===== config.mk =====
export PLATFORM = sky130hd
export DESIGN_NAME = mic3_sampler
export DESIGN_NICKNAME = d
export VERILOG_FILES = /design/src/rtl/mic3_sampler.sv
export SDC_FILE = /design/constraint.sdc
export NUM_CORES = 1
export LEC_CHECK = 0
export CORE_MARGIN = 2
export CORE_UTILIZATION = 50
export CTS_BUF_LIST = sky130_fd_sc_hd__clkbuf_4 sky130_fd_sc_hd__clkbuf_8 sky130_fd_sc_hd__clkbuf_16
export CTS_CLUSTER_DIAMETER = 80
export CTS_CLUSTER_SIZE = 30
export DETAILED_ROUTE_END_ITERATION = 8
export PLACE_DENSITY = 0.78
export SLEW_MARGIN = 20
export SYNTH_ARGS = -nofsm -noshare
export SYNTH_HDL_FRONTEND = slang
export SYNTH_SLANG_ARGS = --single-unit

===== constraint.sdc =====
create_clock -name clk -period 3.5 [get_ports clk]
set_input_delay 0.525 -clock clk [delete_from_list [all_inputs] [get_ports clk]]
set_output_delay 0.525 -clock clk [all_outputs]
set_load 0.01 [all_outputs]

===== src/rtl/mic3_sampler.sv =====
// Paces MIC3 sample requests with a divider timer and buffers returned 12-bit
// samples in a first-word-fall-through FIFO with sticky overflow/missed flags.
module mic3_sampler #(
    parameter int SAMPLE_DIV = 2500,
    parameter int DEPTH_LOG2 = 4
) (
    input  logic                  clk,
    input  logic                  rst,
    input  logic                  enable,
    input  logic                  clear,
    output logic                  read,
    input  logic [11:0]           audio,
    input  logic                  new_data,
    output logic [11:0]           dout,
    input  logic                  pop,
    output logic                  empty,
    output logic                  full,
    output logic [DEPTH_LOG2:0]   count,
    output logic                  overflow,
    output logic                  missed
);

    localparam int TW    = (SAMPLE_DIV > 1) ? $clog2(SAMPLE_DIV) : 1;
    localparam int DEPTH = 1 << DEPTH_LOG2;
    localparam logic [TW-1:0] TERM = TW'(SAMPLE_DIV - 1);

    logic [TW-1:0]         timer;
    logic                  pending;
    logic [DEPTH_LOG2:0]   wr_ptr;
    logic [DEPTH_LOG2:0]   rd_ptr;
    logic [11:0]           mem [DEPTH];

    logic tick;
    logic do_push;
    logic do_pop;
    logic drop;

    // Handshakes: new_data/audio is a valid-only strobe with no backpressure
    // (a sample arriving while full is dropped and flagged); pop is the ready
    // side of the output and only takes effect while empty = 0.
    assign tick    = enable && (timer == TERM);
    assign do_pop  = pop && !empty;
    assign do_push = new_data && (!full || do_pop);
    assign drop    = new_data && full && !pop;

    assign empty = (wr_ptr == rd_ptr);
    assign full  = (wr_ptr[DEPTH_LOG2] != rd_ptr[DEPTH_LOG2]) &&
                   (wr_ptr[DEPTH_LOG2-1:0] == rd_ptr[DEPTH_LOG2-1:0]);
    assign count = wr_ptr - rd_ptr;
    assign dout  = mem[rd_ptr[DEPTH_LOG2-1:0]];

    always_ff @(posedge clk or posedge rst) begin
        if (rst) begin
            timer   <= '0;
            read    <= 1'b0;
            pending <= 1'b0;
            missed  <= 1'b0;
        end else if (clear) begin
            timer   <= '0;
            read    <= 1'b0;
            pending <= 1'b0;
            missed  <= 1'b0;
        end else begin
            if (!enable || timer == TERM)
                timer <= '0;
            else
                timer <= timer + TW'(1);
            read <= tick && !pending;
            // A fresh request wins over a completion landing on the same edge.
            if (tick && !pending)
                pending <= 1'b1;
            else if (new_data)
                pending <= 1'b0;
            if (tick && pending)
                missed <= 1'b1;
        end
    end

    always_ff @(posedge clk or posedge rst) begin
        if (rst) begin
            wr_ptr   <= '0;
            rd_ptr   <= '0;
            overflow <= 1'b0;
        end else if (clear) begin
            wr_ptr   <= '0;
            rd_ptr   <= '0;
            overflow <= 1'b0;
        end else begin
            if (do_push)
                wr_ptr <= wr_ptr + 1'b1;
            if (do_pop)
                rd_ptr <= rd_ptr + 1'b1;
            if (drop)
                overflow <= 1'b1;
        end
    end

    // Storage needs no reset: empty masks stale contents.
    always_ff @(posedge clk) begin
        if (do_push && !clear)
            mem[wr_ptr[DEPTH_LOG2-1:0]] <= audio;
    end

endmodule


==> impl_results.md, run 1 <==
- Final hold vios: 0
- Register area share after synthesis: 72.07%
- ANT cells: 0
- Simple-gate area share of the yosys netlist: 4.554%
- Buf+Inv Stages, Crit Path: 2
- Max IR drop VDD: 0.3650 mV
- Leading area contributor after synthesis: edfxtp_1
- Top Ports: 40
- Top cell type's share of synthesized area: 64.76%
- Largest family of logic cells by synthesized area: multiplexers
- Cell variety after synth: 45
- Worst Reg2Reg Path Length in Cells: 6
- Yosys warning count: 0
- Final #Nets: 581
- CTS H-Tree Depth: 1
- Unrepaired setup endpoints after global routing: false
- Final Core Density: 57.97%
- Crit path capture type: primary output
- Largest net degree at the start of global routing: 31
- Max-slew violations: 0
- Syn Std Cell Area: 8902 sq um
- Die width: 137.4 um
- Reg2Reg Setup Slack: 0.84 ns
- Ys async rst share: 11.93%
- Most frequent cells in the layout: edfxtp_1 (192), clkdlybuf4s50_1 (39), nor2_1 (37), mux2i_1 (37), mux4_2 (36)
- Clock root cell: clkbuf_16
- Outcome: finished clean
- Worst path cell trace: ha_1, fa_1, inv_1, a21o_1, a21oi_1, xnor2_1, clkdlybuf4s50_1
- Mapped Avg Cell Area: 18.13 sq um
- Max Cap Viol: 0
- Clock Pin Slew Worst Setup and Hold Paths: 0.10 ns
- CP top delay family: adder cells
- Largest stage delay on the critical path: 0.58 ns
- Net Sw Power: 0.001234 W
- CP max stage cell: dfrtp_4
- CTS tree: yes
- # rows: 48
- Initial antenna violation count: 0
- Max Fclk: 310.3 MHz
- Layout cells sized above 1: 16.40%
- EDFF count, synth: 192
- Post-Synth XOR/XNOR Area: 2.038%
- PortBufs: 39
- Via count of the first global-routing pass: 4774
- Crit Path Category: reg -> out
- Clock buffer depth: 3
- Initial DRC Count: 501
- Synth Area in Compound Gates: 4.076%
- Worst path depth: 7
- Die area: 18890 sq um
- Worst setup SP type: flip-flop
- Power density over the cells: 519.3 nW/um^2
- Via/cell ratio: 5.956
- Total track usage: 19.18%
- Initial DRT Pass Iterations: 5
- Fin crit share: 92.07%
- Switching share of power: 23.61%
- Worst Path Arrival: 2.70 ns
- Placer Congestion: 0.8202
- Power Internal: 0.003991 W
- Detail Route Antenna Nets: 0
- Area delta synth->final: 13.03%
- Main synth FF type: edfxtp_1
- Routed WL: 17470 um
- Hpwl dp: 10700 um
- Max-Slew Margin vs Limit: 32.39%
- Clock power share: 29.4%
- Cells after synthesis: 491
- Worst EP required: 2.97 ns
- Combinational power share: 15.4%
- Placed Cells: 759
- Commonest non-fill, non-tap cell in the layout: edfxtp_1
- Register share of total power: 55.1%
- Hold-fix buffers at CTS: 0
- Mapped Nets: 520
- TritonCTS Buffers: 12
- Clk_lat worst skew: 0.48 ns
- Clock skew: 0.01809 ns
- Core area: 17360 sq um
- Mux cell area share after synthesis: 13.27%
- Slew @ Worst Pin: 1.010 ns
- Worst Hold Slack: 0.4355 ns
- Critical Path Fanout Max: 8
- Fill cell count: 1203
- Initial core utilization: 51.29%
- Non-filler cells, final: 780
- Die height: 137.4 um
- Setup TNS: 0 ns
- Synth area leaders: edfxtp_1 (65%), mux4_2 (9.1%), dfrtp_1 (7.3%), mux2i_1 (4.2%), o21ai_0 (1.6%)
- Min Tclk post-route: 3.222 ns
- Worst min-delay path class: in -> async
- Final setup viols: 0
- DRC: 0
- Post-DR wirelength/cell: 22.39 um
- Leak: 3.242 nW
- Total clock sinks: 218
- Yosys reg bits: 218
- Synth Area in Adders: 1.630%
- Total grt overflow: 0
- Global-route wire length before repair: 26810 um
- Via count: 4646
-- power groups by stage --
stage / logic [W] / registers (W) / clock network [W]
floorplan: 0.000528 / 0.00292 / 0
global placement: 0.000715 / 0.00297 / 0
detailed placement: 0.000733 / 0.00298 / 0
CTS: 0.000781 / 0.00290 / 0.00157
global route: 0.000869 / 0.00288 / 0.00167
finish: 0.000807 / 0.00288 / 0.00154
-- area by class of cell --
cell class	count	area [sq um]	share of cell area [%]
clock buffers	13	325.3	3.233
clock inverters	4	63.81	0.6342
well taps	225	281.5	2.798
repair buffers	69	648.1	6.441
multi-input cells	239	2278	22.64
inverters	12	45.04	0.4476
flip-flops and latches	218	6420	63.80
-- final timing paths --
| check | to | startpoint |
|---|---|---|
| worst max register to register | mem[5][5] | rd_ptr[1] |
| worst min-delay path | wr_ptr[4] | rst |
| worst min register to register | timer[0] | timer[0] |
| min in group clk | timer[0] | timer[0] |
| max in group asynchronous | rd_ptr[0] | rst |
| worst max-delay path | count[4] | rd_ptr[0] |
-- Yosys cell counts (all sizes together) (2+ instances only) --
master and instances:
edfxtp 192, mux2i 37, nor2 37, mux4 36, o21ai 30, dfrtp 26, buf 14, a221oi 12
inv 12, xor2 12, ha 10, a21oi 9, clkbuf 7, nand3 7, xnor2 7, nand2 5
nand2b 5, or3 5, nand4 4, and4 3, nand3b 3, a21o 2, and2 2, and3 2
nor4b 2
-- what timing repair did --
action	in CTS	in global routing
endpoints found under the setup margin	4	8
setup buffers	1	3
endpoints found under the hold margin	0	0
gates resized for setup	0	1
-- per-stage QoR --
step                setup slack [ns]  power, W  instance area [sq um]
global route                  0.1612  0.005420                  10060
global placement              0.4884  0.003689                   9620
detailed placement            0.4689  0.003709                   9620
CTS                          0.04874  0.005248                  10040
floorplan                     0.4864  0.003447                   8902
finish                        0.2775  0.005225                  10060
-- sequential cells by signal, summed over array words and instances, names as in the netlist --
signal	count
overflow	1
missed	1
read	1
rd_ptr	5
mem	192
wr_ptr	5
timer	12
pending	1
-- logic make-up after synthesis --
group                    count (synthesis)
XOR/XNOR                                19
multiplexers                            73
AO/OA/AOI/OAI                           57
flip-flops                             218
adder cells (fa/ha/maj)                 11
buffers and inverters                   34
AND/OR/NAND/NOR                         79
-- metal layers --
layer,routed length (um),global-route usage (%),vias to the layer above
li1,-,-,2059
met1,6888,25.07,2392
met2,9020,33.33,161
met3,1106,2.907,34
met4,453,5.899,0
met5,0,0,-
Note: power is estimated with default switching activity, not from simulation.
==> run 2, diff against run 1 <==
Settings changed: GPL_ROUTABILITY_DRIVEN set to 1.
==> results of run 2 <==
No change in the layout: final DEF, timing and power equal those of run 1.
==> RTL change: new RTL, flow settings as in run 1 <==
One comparison of `timer` changes from == to >=.
--- a/src/rtl/mic3_sampler.sv
+++ b/src/rtl/mic3_sampler.sv
@@ -40,3 +40,3 @@
     // side of the output and only takes effect while empty = 0.
-    assign tick    = enable && (timer == TERM);
+    assign tick    = enable && (timer >= TERM);
     assign do_pop  = pop && !empty;
Check against the original RTL: no difference found for any inputs over 4 cycles, from zero or initial values and one cycle with rst high; that may be too few to reach the edited logic, so the function may still have changed.
==> RTL change against run 1 <==
Worst setup slack lost 0.085 ns; utilization shrank 0.74 points; synthesized area is essentially flat; register-to-register slack lost 0.10 ns; clock power shrank 11%; power shrank 3.7%; sequential share of layout area grew 0.83 points; wire length shrank 3.2%; sequential cell count is the same; design area shrank 1.3%; final cell count shrank 0.51%; largest power group unchanged.
==> RTL change: results (changes against run 1) <==
* Overall Global Routing Usage at 18.7% (-0.45 points)
* Leak pwr at 3.15 nW (-2.7%)
* Worst-margin pin slew at 1.09 ns (+0.0824 ns)
* Share of post-route cells with drive strength above 1 at 14.5% (-1.9 points)
* Slowest cell on the critical path: nor2b_1
* Largest net degree at the start of global routing at 48 (+55%)
* DR iter-0 viols at 482 (-3.8%)
* Critical Path Fanout Max at 14 (+6)
* Status: finished clean
* Post-synth cell types at 42 (-6.7%)
* Mapped Cells at 497 (+1.2%)
* Worst Clk Skew at 0.0191 ns (+0.00105 ns)
* Max VDD drop at 0.370 mV (+1.4%)
* Vias per cell at 5.95 (about the same)
* Filler Cells Inserted at 1225 (+1.8%)
* Layout Cells excl Fill at 776 (-0.51%)
* Placed cell count at 761 (+0.26%)
* Seq/Total Area, Yosys at 72.1% (about the same)
* Top cells by area, synth: edfxtp_1 65%, mux4_2 9.1%, dfrtp_1 7.3%
* Avg WL per Cell at 21.8 µm (-2.7%)
* CP max stage delay at 0.70 ns (+0.12 ns)
* Vias in the first global route at 4628 (-3.1%)
* Global placement routability congestion at 0.811 (-1.2%)
* EDFF count, synth at 192 (unchanged)
* HPWL Detailed at 11.2 mm (+4.7%)
* Worst EP arrival at 2.78 ns (+0.08 ns)
RTL change: cell types whose count changed in the layout (fill, tap and decap cells not counted), moves of 2 or more:
| cell | delta |
|---|---|
| nand2_1 | +6 |
| inv_1 | +3 |
| nor3_1 | +4 |
| nor2b_1 | +2 |
| nand4_1 | -2 |
| inv_6 | -2 |
| nor4b_1 | -2 |
| clkbuf_16 | -2 |
| clkbuf_4 | +3 |
| xor2_1 | -6 |
| and4_1 | -2 |
| buf_4 | -9 |
| nand2b_1 | -5 |
| xnor2_1 | +6 |
RTL change: final timing paths:
| kind | start | end | slack (ns) | cells after the start |
|---|---|---|---|---|
| min in group clk | pending | read | 0.49 | 1 |
| worst max register to register | wr_ptr[0] | mem[7][5] | 0.74 | 6 |
| worst min-delay path | rst | wr_ptr[1] | 0.46 | 2 |
| max in group asynchronous | rst | rd_ptr[0] | 2.53 | 2 |
| worst max-delay path | rd_ptr[2] | dout[9] | 0.19 | 6 |
| worst min register to register | pending | read | 0.49 | 1 |
RTL change: report_power, final:
group	switching (W)	internal [W]	leakage [nW]	total, W
combinational	0.000390	0.000395	0.904	0.000785
clock	0.000751	0.000623	0.161	0.00137
sequential	0.0000185	0.00285	2.09	0.00287
RTL change: worst max-delay path: cells and delay by family (launching register included):
| family | cells | cell delay (ns) |
|---|---|---|
| AND/OR/NAND/NOR | 1 | 0.70 |
| flip-flops | 1 | 0.38 |
| AO/OA/AOI/OAI | 3 | 0.51 |
| buffers and inverters | 2 | 0.72 |
RTL change: cell families after synthesis:
family / after synthesis / synth area share (%)
buffers and inverters: 35 / 2.19
adder cells (fa/ha/maj): 11 / 1.63
XOR/XNOR: 19 / 2.04
AND/OR/NAND/NOR: 80 / 4.22
flip-flops: 218 / 72.1
AO/OA/AOI/OAI: 61 / 4.60
multiplexers: 73 / 13.3
RTL change: per-layer routing:
layer	part of all wire, %	global-route usage, %
met5	0	0
met4	1.4	4.07
met3	5.9	2.21
met2	49	30.4
met1	44	27.7
RTL change: stage by stage:
stage	area (µm²)	hold WS, ns
floorplan	8900	0.440
global placement	9600	0.463
detailed placement	9600	0.472
CTS	9930	0.491
global route	9930	0.517
finish	9930	0.456
RTL change: area by class of cell:
| class | count | share of cell area (%) |
|---|---|---|
| well taps | 225 | 2.83 |
| clock buffers | 14 | 3.00 |
| flip-flops and latches | 218 | 64.6 |
| multi-input cells | 244 | 23.1 |
| repair buffers | 59 | 5.57 |
| clock inverters | 1 | 0.302 |
| inverters | 15 | 0.567 |
